`src/rtl/distribute_out_buffer_2ch_if.sv`:
```
// Handshake bundle between a 1x2 distribute switch, its output buffer stage,
// and the two downstream branch consumers.
interface distribute_out_buffer_2ch_if #(
    parameter int DATA_WIDTH = 32
);
    logic                      i_en;
    logic [1:0]                i_valid;
    logic [2*DATA_WIDTH-1:0]   i_data_bus;
    logic                      o_ready;
    logic [1:0]                o_valid;
    logic [2*DATA_WIDTH-1:0]   o_data_bus;
    logic [1:0]                i_ready;

    modport master (
        output i_en, i_valid, i_data_bus, i_ready,
        input  o_ready, o_valid, o_data_bus
    );

    modport slave (
        input  i_en, i_valid, i_data_bus, i_ready,
        output o_ready, o_valid, o_data_bus
    );
endinterface

```
`src/rtl/distribute_out_buffer_2ch.sv`:
```
// Two independent branch FIFOs behind a 1x2 distribute switch; acceptance is
// atomic across branches so a duplicate is never split over cycles.
module distribute_out_buffer_2ch #(
    parameter int DATA_WIDTH = 32,
    parameter int FIFO_DEPTH = 2
) (
    input  logic clk,
    input  logic rst,
    distribute_out_buffer_2ch_if.slave bus
);
    localparam int PTR_W = $clog2(FIFO_DEPTH);
    localparam int CNT_W = $clog2(FIFO_DEPTH + 1);

    logic [1:0] full;
    logic [1:0] empty;
    logic [1:0] push;
    logic [1:0] pop;

    // Ready looks only at registered occupancy, never at i_valid/i_ready,
    // so no combinational path runs through the stage.
    assign bus.o_ready = ~rst & ~full[0] & ~full[1];

    for (genvar j = 0; j < 2; j++) begin : g_ch
        logic [DATA_WIDTH-1:0] mem_q [FIFO_DEPTH];
        logic [PTR_W-1:0]      wr_ptr_q, wr_ptr_d;
        logic [PTR_W-1:0]      rd_ptr_q, rd_ptr_d;
        logic [CNT_W-1:0]      cnt_q, cnt_d;

        assign full[j]  = (cnt_q == CNT_W'(FIFO_DEPTH));
        assign empty[j] = (cnt_q == '0);
        assign push[j]  = bus.i_en & bus.o_ready & bus.i_valid[j];
        assign pop[j]   = bus.o_valid[j] & bus.i_ready[j];

        assign bus.o_valid[j] = ~empty[j];
        assign bus.o_data_bus[j*DATA_WIDTH +: DATA_WIDTH] =
            empty[j] ? '0 : mem_q[rd_ptr_q];

        // NOTE: combinational next-state uses blocking '=' with every output
        // defaulted first, so no latch can be inferred.
        always_comb begin
            wr_ptr_d = wr_ptr_q;
            rd_ptr_d = rd_ptr_q;
            cnt_d    = cnt_q;
            if (push[j]) wr_ptr_d = wr_ptr_q + 1'b1;
            if (pop[j])  rd_ptr_d = rd_ptr_q + 1'b1;
            case ({push[j], pop[j]})
                2'b10:   cnt_d = cnt_q + 1'b1;
                2'b01:   cnt_d = cnt_q - 1'b1;
                default: cnt_d = cnt_q;
            endcase
        end

        always_ff @(posedge clk or posedge rst) begin
            if (rst) begin
                wr_ptr_q <= '0;
                rd_ptr_q <= '0;
                cnt_q    <= '0;
            end else begin
                wr_ptr_q <= wr_ptr_d;
                rd_ptr_q <= rd_ptr_d;
                cnt_q    <= cnt_d;
            end
        end

        // NOTE: storage is deliberately left unreset; a slot is only ever
        // presented after a push has written it, and empty heads read as zero.
        always_ff @(posedge clk) begin
            if (push[j]) begin
                mem_q[wr_ptr_q] <= bus.i_data_bus[j*DATA_WIDTH +: DATA_WIDTH];
            end
        end
    end
endmodule

```
`src/flat_wrapper.sv`:
```
// flat-port wrapper written by rule: the top's interface ports become plain ports
module distribute_out_buffer_2ch_flat 
#(
    parameter int DATA_WIDTH = 32,
    parameter int FIFO_DEPTH = 2
)
  (clk, rst, bus_i_en, bus_i_valid, bus_i_data_bus, bus_i_ready, bus_o_ready, bus_o_valid, bus_o_data_bus);
  distribute_out_buffer_2ch_if #(.DATA_WIDTH(DATA_WIDTH)) bus_i ();
  input  logic clk;
  input  logic rst;
  input wire logic [$bits(bus_i.i_en)-1:0] bus_i_en;
  input wire logic [$bits(bus_i.i_valid)-1:0] bus_i_valid;
  input wire logic [$bits(bus_i.i_data_bus)-1:0] bus_i_data_bus;
  input wire logic [$bits(bus_i.i_ready)-1:0] bus_i_ready;
  output wire logic [$bits(bus_i.o_ready)-1:0] bus_o_ready;
  output wire logic [$bits(bus_i.o_valid)-1:0] bus_o_valid;
  output wire logic [$bits(bus_i.o_data_bus)-1:0] bus_o_data_bus;
  assign bus_i.i_en = bus_i_en;
  assign bus_i.i_valid = bus_i_valid;
  assign bus_i.i_data_bus = bus_i_data_bus;
  assign bus_i.i_ready = bus_i_ready;
  assign bus_o_ready = bus_i.o_ready;
  assign bus_o_valid = bus_i.o_valid;
  assign bus_o_data_bus = bus_i.o_data_bus;
  distribute_out_buffer_2ch #(.DATA_WIDTH(DATA_WIDTH), .FIFO_DEPTH(FIFO_DEPTH)) u_core (.clk(clk), .rst(rst), .bus(bus_i));
endmodule
```
`config.mk`:
```
export PLATFORM = sky130hd
export DESIGN_NAME = distribute_out_buffer_2ch_flat
export DESIGN_NICKNAME = d
export VERILOG_FILES = /design/src/rtl/distribute_out_buffer_2ch_if.sv /design/src/rtl/distribute_out_buffer_2ch.sv /design/src/flat_wrapper.sv
export SDC_FILE = /design/constraint.sdc
export NUM_CORES = 1
export LEC_CHECK = 0
export BUFFER_PORTS_ARGS = -buffer_cell sky130_fd_sc_hd__buf_4
export CORE_MARGIN = 4
export CORE_UTILIZATION = 43
export CTS_CLUSTER_DIAMETER = 150
export DETAILED_ROUTE_END_ITERATION = 7
export PLACE_DENSITY = 0.67
export SYNTH_ARGS = -nofsm -noshare
export SYNTH_HDL_FRONTEND = slang
export SYNTH_SLANG_ARGS = --single-unit
```
`constraint.sdc`:
```
create_clock -name clk -period 3.3 [get_ports clk]
set_input_delay 0.66 -clock clk [delete_from_list [all_inputs] [get_ports clk]]
set_output_delay 0.66 -clock clk [all_outputs]
set_load 0.01 [all_outputs]
```
==> results of run 1 <==
[area by class of cell]
class / count / area share [%]
multi-input combinational: 157 / 16.0
sequential: 136 / 57.4
clock buffer: 18 / 6.09
clock inverter: 13 / 2.22
tap: 143 / 2.54
timing repair buffer: 145 / 15.5
inverter: 5 / 0.266
[through the flow]
stage	instance area, um2	setup WS (ns)	instances	hold slack (ns)	util, %
final	7040	0.679	617	0.231	60.4
after global routing	7040	0.559	617	0.249	60.4
after CTS	7040	0.645	617	0.222	60.4
after detailed placement	6460	0.907	586	0.496	55.4
after global placement	6460	0.927	586	0.491	55.4
after floorplan	5220	0.195	314	0.456	-
[flip-flops by register name (all words and copies together) (netlist names)]
| register | flops |
|---|---|
| u_core.g_ch.mem_q | 128 |
| u_core.g_ch.cnt_q | 4 |
| u_core.g_ch.rd_ptr_q | 2 |
| u_core.g_ch.wr_ptr_q | 2 |
[metal layers]
| metal | vias up | track usage, % |
|---|---|---|
| met2 | 60 | 26.5 |
| li1 | 1435 | - |
| met4 | 0 | 5.86 |
| met1 | 1463 | 16.1 |
| met5 | - | 0 |
| met3 | 9 | 4.35 |
[placed cells by master (no fill, tap or decap), drive strengths merged]
cell type | synthesis | routed
and2 | 2 | 2
ha | 2 | 2
edfxtp | 128 | 128
inv | 5 | 5
xor2 | 4 | 4
mux2i | 64 | 64
or4 | 2 | 2
clkinvlp | 0 | 4
xnor2 | 6 | 6
nand2 | 2 | 2
nor2b | 2 | 2
clkbuf | 8 | 18
nor2 | 72 | 72
bufinv | 0 | 3
clkinv | 0 | 6
dfrtp | 8 | 8
nor3 | 1 | 1
buf | 8 | 145
[power breakdown]
part / internal, W / switching, W / total, W
Sequential: 0.00206 / 0.000232 / 0.00229
Combinational: 0.000974 / 0.000917 / 0.00189
Clock: 0.00118 / 0.000652 / 0.00183
[final timing paths]
path,slack [ns],depth (start not counted),endpoint
worst max-delay path,0.68,3,bus_o_data_bus[49]
worst min-delay path,0.23,2,u_core.g_ch[0].cnt_q[0]
worst max register to register,1.16,4,u_core.g_ch[1].mem_q[1][27]
worst min register to register,0.51,1,u_core.g_ch[0].cnt_q[1]
max in group asynchronous,2.81,2,u_core.g_ch[1].rd_ptr_q
min in group clk,0.44,1,u_core.g_ch[0].mem_q[0][18]
[kinds of logic after synthesis]
| group | after synthesis |
|---|---|
| mux | 64 |
| fa+ha+maj | 2 |
| buf+inv | 21 |
| xor+xnor | 10 |
| flops | 136 |
| simple gates | 81 |
[cell usage after synthesis]
library cell,number,area share [%]
sky130_fd_sc_hd__nor3_1,1,0.096
sky130_fd_sc_hd__or4_1,2,0.29
sky130_fd_sc_hd__and2_1,2,0.24
sky130_fd_sc_hd__nor2b_1,2,0.24
sky130_fd_sc_hd__ha_1,2,0.48
sky130_fd_sc_hd__mux2i_1,64,12
sky130_fd_sc_hd__edfxtp_1,128,74
sky130_fd_sc_hd__xnor2_2,2,0.62
sky130_fd_sc_hd__clkbuf_1,8,0.57
sky130_fd_sc_hd__buf_2,8,0.77
sky130_fd_sc_hd__nand2_1,2,0.14
sky130_fd_sc_hd__nor2_1,72,5.2
sky130_fd_sc_hd__xor2_1,4,0.67
sky130_fd_sc_hd__dfrtp_1,8,3.8
sky130_fd_sc_hd__inv_1,5,0.36
sky130_fd_sc_hd__xnor2_1,4,0.67
==> reports/summary.json, run 1 <==
{
  "die_area": {"value": 14000, "unit": "um2"},
  "area_fraction_in_compound_gates_after_synthesis": {"value": 0, "unit": "%"},
  "worst_setup_path_start_kind": {"value": "flip-flop"},
  "via_count_of_the_first_global_routing_pass": {"value": 3174},
  "grt_max_degree": {"value": 34},
  "clock_buffer_count_from_cts": {"value": 17},
  "layout.filler_cells": {"value": 900},
  "finalCritPeriodShare": {"value": 79.4, "unit": "%"},
  "number_of_warnings_reported_in_the_yosys_synthesis_log": {"value": 0},
  "synthesis.area_per_instance": {"value": 16.6, "unit": "um2"},
  "slew_violations": {"value": 0},
  "synth_top_family_by_area": {"value": "multiplexers"},
  "firstDrtPassIters": {"value": 4},
  "cp_slowest_cell": {"value": "sky130_fd_sc_hd__dfrtp_2"},
  "antenna_left": {"value": 0},
  "placement_rows": {"value": 39},
  "gr-total-overflow": {"value": 0},
  "post_route_cells_drive_above_1_share": {"value": 38.8, "unit": "%"},
  "drc_errors": {"value": 0},
  "syn_nets": {"value": 387},
  "cts_buffer_depth": {"value": 2},
  "critPathMaxFanout": {"value": 33},
  "outcome": {"value": "finished, final reports clean"},
  "powerDensity": {"value": 854, "unit": "nW/um2"},
  "cts_setup_buffers": {"value": 0},
  "routed-wl-met2": {"value": 5.66, "unit": "mm"},
  "layout_min_cycle_time": {"value": 2.62, "unit": "ns"},
  "rsz0062_at_grt": {"value": "no"},
  "antenna_found_initial": {"value": 0},
  "worstReg2RegStart": {"value": "u_core.g_ch[1].cnt_q[1]"},
  "setup_total_negative_slack": {"value": 0, "unit": "ns"},
  "synth_cell_types": {"value": 16},
  "synth.yosys.seq_area_share": {"value": 77.4, "unit": "%"},
  "worst_path_dominant_cell_family": {"value": "flip-flops"},
  "hold_path.class": {"value": "input port to async pin"},
  "critical_path.max_stage_delay": {"value": 1.01, "unit": "ns"},
  "seqCellArea": {"value": 4050, "unit": "um2"},
  "worst_setup_startpoint": {"value": "u_core.g_ch[1].rd_ptr_q"},
  "synthXorXnorAreaFrac": {"value": 1.96, "unit": "%"},
  "synth.ff_latch_count": {"value": 136},
  "power.leakage": {"value": 2.86, "unit": "nW"},
  "drtIter0Drc": {"value": 126},
  "via_per_inst": {"value": 4.81},
  "groute.usage.overall": {"value": 14.6, "unit": "%"},
  "max_slew_margin": {"value": 34.2, "unit": "%"},
  "synth-simple-area-share": {"value": 6.18, "unit": "%"},
  "mappedNetlistArea": {"value": 5220, "unit": "um2"},
  "max_freq": {"value": 382, "unit": "MHz"},
  "grt_first_pass_wirelength": {"value": 15.8, "unit": "mm"},
  "highest_signal_layer": {"value": "met4"},
  "starting_utilization_of_the_core_area": {"value": 44.8, "unit": "%"},
  "cts-htree-levels": {"value": 4},
  "crit_path_cell_trace": {"value": "mux2i_1, nor2_1, buf_4"},
  "totalWireLength": {"value": 10.0, "unit": "mm"},
  "syn2layout_area_growth": {"value": 34.9, "unit": "%"},
  "dp_hpwl": {"value": 6.77, "unit": "mm"},
  "max_cap_violations": {"value": 0},
  "wirelength_met1": {"value": 3.90, "unit": "mm"},
  "postCtsHoldBufs": {"value": 0},
  "worst_clock_skew": {"value": 0.00987, "unit": "ns"},
  "multi_input_area": {"value": 1130, "unit": "um2"},
  "worst-endpoint-required": {"value": 2.64, "unit": "ns"},
  "core-area": {"value": 11700, "unit": "um2"},
  "hold_violations": {"value": 0},
  "worstSetupEndpointType": {"value": "output port"},
  "die_h": {"value": 118, "unit": "um"},
  "wire_per_inst": {"value": 16.3, "unit": "um"},
  "cts_tree": {"value": "yes"},
  "top_ports": {"value": 138},
  "timing.critical_path.buf_inv": {"value": 1},
  "synth.mux.area_fraction": {"value": 12.3, "unit": "%"},
  "insertedDiodeCount": {"value": 0},
  "tightestPinTransition": {"value": 0.987, "unit": "ns"},
  "place.port_buffers": {"value": 137},
  "cell_at_the_root_of_the_clock_tree": {"value": "sky130_fd_sc_hd__clkbuf_16"},
  "synth_adder_area_share": {"value": 0.479, "unit": "%"},
  "die-width": {"value": 118, "unit": "um"},
  "total_power": {"value": 0.00601, "unit": "W"},
  "clk_transition_reported_paths": {"value": 0.05, "unit": "ns"},
  "clock_insertion_delay_worst_skew": {"value": 0.40, "unit": "ns"},
  "crit_arrival": {"value": 1.96, "unit": "ns"},
  "globalplace.congestion": {"value": 0.706},
  "setup-violations-final": {"value": 0},
  "worst-setup-path-type": {"value": "flip-flop to output port"},
  "vias_after_detailed_routing": {"value": 2967},
  "post_synthesis_cell_count": {"value": 314},
  "final_nets": {"value": 535},
  "cts-resized-gates": {"value": 0},
  "detailroute.wirelength.met3": {"value": 339, "unit": "um"},
  "cts_sinks": {"value": 136},
  "worst_ir_drop_vdd": {"value": 420, "unit": "uV"}
}
Note: power is estimated with default switching activity, not from simulation.
==> run 2: changes to the inputs <==
Clock period 3.3 ns to 2.65 ns, I/O delays scaled along.
==> reports/summary.json, run 2 (same netlist as run 1, synthesis figures left out) <==
{
  "gr-total-overflow": {"value": 0, "change": "unchanged"},
  "die-width": {"value": 118, "unit": "um", "change": "unchanged"},
  "vias_after_detailed_routing": {"value": 2979, "change": "was 2967"},
  "post-route-util": {"value": 61.5, "unit": "%", "change": "was 60.4%"},
  "clock_insertion_delay_worst_skew": {"value": 0.41, "unit": "ns", "change": "was 0.40 ns"},
  "max_freq": {"value": 427, "unit": "MHz"},
  "rsz0062_at_grt": {"value": "no", "change": "unchanged"},
  "die_h": {"value": 118, "unit": "um", "change": "unchanged"},
  "clock_buffer_count_from_cts": {"value": 17, "change": "unchanged"},
  "post_route_cells_drive_above_1_share": {"value": 38.8, "unit": "%", "change": "unchanged"},
  "antenna_found_initial": {"value": 0, "change": "unchanged"},
  "worst-endpoint-required": {"value": 2.12, "unit": "ns", "change": "was 2.64 ns"},
  "starting_utilization_of_the_core_area": {"value": 44.8, "unit": "%", "change": "unchanged"},
  "numPlacedInstances": {"value": 587, "change": "was 586"},
  "insertedDiodeCount": {"value": 0, "change": "unchanged"},
  "cts_tree": {"value": "yes", "change": "unchanged"},
  "worstReg2RegStart": {"value": "u_core.g_ch[1].cnt_q[1]", "change": "unchanged"},
  "via_per_inst": {"value": 4.83, "change": "was 4.81"},
  "cts_sinks": {"value": 136, "change": "unchanged"},
  "crit_arrival": {"value": 1.81, "unit": "ns", "change": "was 1.96 ns"},
  "finalCritPeriodShare": {"value": 88.5, "unit": "%"},
  "hold_violations": {"value": 0, "change": "unchanged"},
  "clk_transition_reported_paths": {"value": 0.05, "unit": "ns", "change": "about the same"},
  "power.leakage": {"value": 2.91, "unit": "nW", "change": "was 2.86 nW"},
  "setup-violations-final": {"value": 0, "change": "unchanged"},
  "critPathMaxFanout": {"value": 18, "change": "was 33"},
  "max_cap_violations": {"value": 0, "change": "unchanged"},
  "cts-htree-levels": {"value": 4, "change": "unchanged"},
  "top_ports": {"value": 138, "change": "unchanged"},
  "worstSetupEndpointType": {"value": "output port", "change": "unchanged"},
  "antenna_left": {"value": 0, "change": "unchanged"},
  "placement_rows": {"value": 39, "change": "unchanged"},
  "drc_errors": {"value": 0, "change": "unchanged"},
  "groute.usage.overall": {"value": 14.8, "unit": "%", "change": "was 14.6%"},
  "cts_buffer_depth": {"value": 2, "change": "unchanged"},
  "grt_max_degree": {"value": 34, "change": "unchanged"},
  "worst-setup-path-type": {"value": "flip-flop to output port", "change": "unchanged"},
  "largest_register_by_flop_count": {"value": "u_core.g_ch.mem_q", "change": "unchanged"},
  "cell_at_the_root_of_the_clock_tree": {"value": "sky130_fd_sc_hd__clkbuf_16", "change": "unchanged"},
  "worst_setup_startpoint": {"value": "u_core.g_ch[0].cnt_q[0]", "change": "was u_core.g_ch[1].rd_ptr_q"},
  "outcome": {"value": "finished, final reports clean", "change": "unchanged"},
  "postCtsHoldBufs": {"value": 0, "change": "unchanged"},
  "cts_setup_buffers": {"value": 0, "change": "unchanged"},
  "worst_ir_drop_vdd": {"value": 501, "unit": "uV", "change": "was 420 uV"},
  "grt_first_pass_wirelength": {"value": 16.0, "unit": "mm", "change": "was 15.8 mm"},
  "firstDrtPassIters": {"value": 4, "change": "unchanged"},
  "layout_commonest_cell": {"value": "sky130_fd_sc_hd__buf_4", "change": "unchanged"},
  "worst_clock_skew": {"value": 0.0107, "unit": "ns", "change": "was 0.00987 ns"},
  "hold_path.class": {"value": "input port to async pin", "change": "unchanged"},
  "tightestPinTransition": {"value": 0.495, "unit": "ns", "change": "was 0.987 ns"},
  "max_slew_margin": {"value": 67.0, "unit": "%", "change": "was 34.2%"},
  "finalNonFillerCells": {"value": 617, "change": "unchanged"},
  "largest_reg_flops": {"value": 128, "change": "unchanged"},
  "globalplace.congestion": {"value": 0.749, "change": "was 0.706"},
  "layout_top_registers": {"value": "u_core.g_ch.mem_q: 128 flops, u_core.g_ch.cnt_q: 4 flops", "change": "unchanged"},
  "wire_per_inst": {"value": 16.6, "unit": "um", "change": "was 16.3 um"},
  "cts-resized-gates": {"value": 0, "change": "unchanged"},
  "final_nets": {"value": 536, "change": "was 535"},
  "seqCellArea": {"value": 4050, "unit": "um2", "change": "unchanged"},
  "worst_setup_path_start_kind": {"value": "flip-flop", "change": "unchanged"},
  "totalWireLength": {"value": 10.2, "unit": "mm", "change": "was 10.0 mm"},
  "layout_common_cells": {"value": "sky130_fd_sc_hd__buf_4 (140), sky130_fd_sc_hd__edfxtp_1 (128), sky130_fd_sc_hd__nor2_1 (66)", "change": "was sky130_fd_sc_hd__buf_4 (145), sky130_fd_sc_hd__edfxtp_1 (128), sky130_fd_sc_hd__nor2_1 (66)"},
  "multi_input_area": {"value": 1130, "unit": "um2", "change": "unchanged"},
  "layout.filler_cells": {"value": 886, "change": "was 900"},
  "slew_violations": {"value": 0, "change": "unchanged"},
  "via_count_of_the_first_global_routing_pass": {"value": 3133, "change": "was 3174"},
  "powerDensity": {"value": 1080, "unit": "nW/um2", "change": "was 854 nW/um2"},
  "place.port_buffers": {"value": 137, "change": "unchanged"},
  "layout_min_cycle_time": {"value": 2.34, "unit": "ns"},
  "drtIter0Drc": {"value": 129, "change": "was 126"},
  "die_area": {"value": 14000, "unit": "um2", "change": "unchanged"},
  "dp_hpwl": {"value": 6.86, "unit": "mm", "change": "was 6.77 mm"},
  "core-area": {"value": 11700, "unit": "um2", "change": "unchanged"},
  "syn2layout_area_growth": {"value": 37.3, "unit": "%", "change": "was 34.9%"}
}
[run 2: cell count changes in the layout (fill, tap and decap cells not counted), sizes merged]
cell / before / now
buf: 145 / 146
clkinvlp: 4 / 3
clkinv: 6 / 4
bufinv: 3 / 5
[run 2: routing by layer]
metal  routed length [um]  GRT usage [%]  part of all wire [%]  vias to the layer above
met5                    0              0                     0                        -
met4                  140           5.71                   1.4                        0
met3                  398           4.49                   3.9                       10
met2                 5690           26.2                    56                       66
met1                 4020           16.9                    39                     1462
li1                     -              -                     -                     1441
[run 2: final timing paths]
check / endpoint / slack [ns] / depth (start not counted)
setup / recovery: bus_o_data_bus[8] / 0.31 / 4
hold / removal: u_core.g_ch[0].cnt_q[0] / 0.11 / 2
setup reg to reg: u_core.g_ch[0].cnt_q[1] / 0.63 / 5
hold reg to reg: u_core.g_ch[1].cnt_q[1] / 0.51 / 1
max in group asynchronous: u_core.g_ch[0].rd_ptr_q / 2.27 / 2
min in group clk: u_core.g_ch[1].mem_q[1][26] / 0.30 / 1
[run 2: area by class of cell]
class,count,area share [%]
inverters,5,0.262
repair buffers,146,16.3
clock buffers,18,5.98
well taps,143,2.49
multi-input cells,157,15.7
clock inverters,12,2.83
flip-flops and latches,136,56.4
[run 2: metrics by stage]
stage          setup slack [ns]  hold WS [ns]  total power [W]  setup TNS [ns]  area [um2]
2_1_floorplan            -0.325         0.346          0.00411          -41.62        5220
5_1_grt                   0.149         0.101          0.00818               0        7170
6_report                  0.306         0.106          0.00776               0        7170
3_3_place_gp              0.574         0.492          0.00535               0        6540
4_1_cts                   0.264        0.0918          0.00788               0        7170
3_5_place_dp              0.557         0.501          0.00537               0        6540
[run 2: worst max-delay path, cell delays in order, from the launching register on]
cell and delay (ns):
sky130_fd_sc_hd__dfrtp_1 0.43, sky130_fd_sc_hd__nor2_2 0.44, sky130_fd_sc_hd__buf_4 0.32, sky130_fd_sc_hd__nor2_1 0.08
sky130_fd_sc_hd__buf_4 0.14
[run 2: power by group]
part | switching, W | total (W) | internal, W | leakage (nW)
clock network | 0.000825 | 0.00248 | 0.00166 | 0.296
logic | 0.00133 | 0.00260 | 0.00127 | 1.37
registers | 0.000109 | 0.00268 | 0.00257 | 1.25
==> run 3: changes to the inputs <==
Settings changed: CELL_PAD_IN_SITES_DETAIL_PLACEMENT from default to 0, CELL_PAD_IN_SITES_GLOBAL_PLACEMENT from default to 1, PLACE_DENSITY 0.67 to default, PLACE_DENSITY_LB_ADDON from default to 0.1.
==> reports/summary.json, run 3 (same netlist as run 1, synthesis figures left out) <==
{
  "top_ports": {"value": 138, "change": "unchanged"},
  "clock_insertion_delay_worst_skew": {"value": 0.40, "unit": "ns", "change": "was 0.41 ns"},
  "finalCritPeriodShare": {"value": 88.7, "unit": "%", "change": "was 88.5%"},
  "wire_per_inst": {"value": 16.1, "unit": "um", "change": "was 16.6 um"},
  "die-width": {"value": 118, "unit": "um", "change": "unchanged"},
  "die_area": {"value": 14000, "unit": "um2", "change": "unchanged"},
  "worst_setup_path_start_kind": {"value": "flip-flop", "change": "unchanged"},
  "antenna_found_initial": {"value": 0, "change": "unchanged"},
  "clk_transition_reported_paths": {"value": 0.06, "unit": "ns", "change": "was 0.05 ns"},
  "grt_util_met1": {"value": 17.0, "unit": "%", "change": "was 16.9%"},
  "largest_reg_flops": {"value": 128, "change": "unchanged"},
  "max_slew_margin": {"value": 64.6, "unit": "%", "change": "was 67.0%"},
  "grt_first_pass_wirelength": {"value": 16.1, "unit": "mm", "change": "was 16.0 mm"},
  "globalRouteMet2Util": {"value": 26.2, "unit": "%", "change": "about the same"},
  "cts_sinks": {"value": 136, "change": "unchanged"},
  "grt_max_degree": {"value": 33, "change": "was 34"},
  "firstDrtPassIters": {"value": 4, "change": "unchanged"},
  "post_route_cells_drive_above_1_share": {"value": 38.9, "unit": "%", "change": "was 38.8%"},
  "cts-htree-levels": {"value": 4, "change": "unchanged"},
  "drc_errors": {"value": 0, "change": "unchanged"},
  "worst-r2r-setup-slack": {"value": 0.61, "unit": "ns", "change": "was 0.63 ns"},
  "antenna_left": {"value": 0, "change": "unchanged"},
  "layout_min_cycle_time": {"value": 2.35, "unit": "ns", "change": "was 2.34 ns"},
  "numPlacedInstances": {"value": 587, "change": "unchanged"},
  "placement_rows": {"value": 39, "change": "unchanged"},
  "power.leakage": {"value": 2.87, "unit": "nW", "change": "was 2.91 nW"},
  "worstSetupEndpointType": {"value": "output port", "change": "unchanged"},
  "finalNonFillerCells": {"value": 619, "change": "was 617"},
  "max_cap_violations": {"value": 0, "change": "unchanged"},
  "cts_setup_buffers": {"value": 0, "change": "unchanged"},
  "cts-resized-gates": {"value": 0, "change": "unchanged"},
  "layout_top_registers": {"value": "u_core.g_ch.mem_q: 128 flops, u_core.g_ch.cnt_q: 4 flops", "change": "unchanged"},
  "final_nets": {"value": 536, "change": "unchanged"},
  "layout_common_cells": {"value": "sky130_fd_sc_hd__buf_4 (140), sky130_fd_sc_hd__edfxtp_1 (128), sky130_fd_sc_hd__nor2_1 (66)", "change": "unchanged"},
  "groute.usage.overall": {"value": 14.7, "unit": "%", "change": "was 14.8%"},
  "vias_after_detailed_routing": {"value": 2968, "change": "was 2979"},
  "gr-total-overflow": {"value": 0, "change": "unchanged"},
  "post-route-util": {"value": 60.9, "unit": "%", "change": "was 61.5%"},
  "max_freq": {"value": 425, "unit": "MHz", "change": "was 427 MHz"},
  "total_power": {"value": 0.00744, "unit": "W", "change": "was 0.00776 W"},
  "clock_buffer_count_from_cts": {"value": 17, "change": "unchanged"},
  "place.port_buffers": {"value": 137, "change": "unchanged"},
  "totalWireLength": {"value": 9.99, "unit": "mm", "change": "was 10.2 mm"},
  "layout.filler_cells": {"value": 920, "change": "was 886"},
  "outcome": {"value": "finished, final reports clean", "change": "unchanged"},
  "postCtsHoldBufs": {"value": 0, "change": "unchanged"},
  "powerDensity": {"value": 1050, "unit": "nW/um2", "change": "was 1080 nW/um2"},
  "globalplace.congestion": {"value": 0.713, "change": "was 0.749"},
  "worst_clock_skew": {"value": 0.00732, "unit": "ns", "change": "was 0.0107 ns"},
  "setup-violations-final": {"value": 0, "change": "unchanged"},
  "dpl_cell_area": {"value": 6540, "unit": "um2", "change": "unchanged"},
  "layout_commonest_cell": {"value": "sky130_fd_sc_hd__buf_4", "change": "unchanged"},
  "rsz0062_at_grt": {"value": "no", "change": "unchanged"},
  "cts_tree": {"value": "yes", "change": "unchanged"},
  "worst_ir_drop_vdd": {"value": 458, "unit": "uV", "change": "was 501 uV"},
  "setup_total_negative_slack": {"value": 0, "unit": "ns", "change": "unchanged"},
  "via_per_inst": {"value": 4.79, "change": "was 4.83"},
  "hold_path.class": {"value": "input port to async pin", "change": "unchanged"},
  "slew_violations": {"value": 0, "change": "unchanged"},
  "insertedDiodeCount": {"value": 0, "change": "unchanged"},
  "post-route-cell-area": {"value": 7100, "unit": "um2", "change": "was 7170 um2"},
  "top_usage_layer": {"value": "met2", "change": "unchanged"},
  "worst-setup-path-type": {"value": "flip-flop to output port", "change": "unchanged"},
  "drtIter0Drc": {"value": 150, "change": "was 129"},
  "dp_hpwl": {"value": 6.66, "unit": "mm", "change": "was 6.86 mm"},
  "worst-endpoint-required": {"value": 2.12, "unit": "ns", "change": "about the same"},
  "crit_arrival": {"value": 1.82, "unit": "ns", "change": "was 1.81 ns"},
  "die_h": {"value": 118, "unit": "um", "change": "unchanged"},
  "tightestPinTransition": {"value": 0.532, "unit": "ns", "change": "was 0.495 ns"},
  "starting_utilization_of_the_core_area": {"value": 44.8, "unit": "%", "change": "unchanged"},
  "hold_violations": {"value": 0, "change": "unchanged"},
  "largest_register_by_flop_count": {"value": "u_core.g_ch.mem_q", "change": "unchanged"},
  "critPathMaxFanout": {"value": 26, "change": "was 18"},
  "syn2layout_area_growth": {"value": 35.9, "unit": "%", "change": "was 37.3%"},
  "cts_buffer_depth": {"value": 2, "change": "unchanged"},
  "cell_at_the_root_of_the_clock_tree": {"value": "sky130_fd_sc_hd__clkbuf_16", "change": "unchanged"},
  "via_count_of_the_first_global_routing_pass": {"value": 3180, "change": "was 3133"},
  "grtUsageMet3": {"value": 4.11, "unit": "%", "change": "was 4.49%"},
  "core-area": {"value": 11700, "unit": "um2", "change": "unchanged"}
}
==> run 3: layout make-up <==
class / count / area, um2 / area share (%)
tap: 143 / 179 / 2.52
clock buffer: 18 / 429 / 6.05
timing repair buffer: 146 / 1170 / 16.5
inverter: 5 / 18.8 / 0.264
sequential: 136 / 4050 / 57.0
clock inverter: 14 / 126 / 1.78
multi-input combinational: 157 / 1130 / 15.9
==> run 3: path summary, 6_finish.rpt <==
kind	startpoint	endpoint	cells past startpoint
max	u_core.g_ch[1].cnt_q[0]	bus_o_data_bus[61]	4
min in group clk	bus_i_data_bus[10]	u_core.g_ch[0].mem_q[1][10]	1
max in group asynchronous	rst	u_core.g_ch[0].rd_ptr_q	2
max reg2reg	u_core.g_ch[1].cnt_q[1]	u_core.g_ch[0].cnt_q[1]	5
min reg2reg	u_core.g_ch[1].cnt_q[1]	u_core.g_ch[1].cnt_q[1]	1
min	rst	u_core.g_ch[1].wr_ptr_q	2
==> run 3: report_power, final <==
group          switching [W]  internal, W  total (W)
sequential          0.000220      0.00257    0.00279
combinational        0.00122      0.00127    0.00248
clock               0.000872      0.00129    0.00217
total                0.00231      0.00513    0.00744
==> run 3: layer usage <==
metal  wire length [um]  up-vias
met5                  0        -
li1                   -     1442
met3                497        6
met4                 69        0
met2               5430       77
met1               3990     1443
==> run 3: stage by stage <==
| stage | worst slack (ns) | hold slack (ns) |
|---|---|---|
| 6_report | 0.299 | 0.110 |
| 3_3_place_gp | 0.577 | 0.490 |
| 5_1_grt | 0.177 | 0.117 |
| 2_1_floorplan | -0.325 | 0.346 |
| 4_1_cts | 0.255 | 0.102 |
| 3_5_place_dp | 0.519 | 0.497 |
==> run 3: worst max-delay path: stages (launching register included) <==
cell and delay [ns]:
sky130_fd_sc_hd__dfrtp_1 0.43, sky130_fd_sc_hd__nor2_2 0.30, sky130_fd_sc_hd__buf_4 0.37, sky130_fd_sc_hd__nor2_1 0.14
sky130_fd_sc_hd__buf_4 0.17
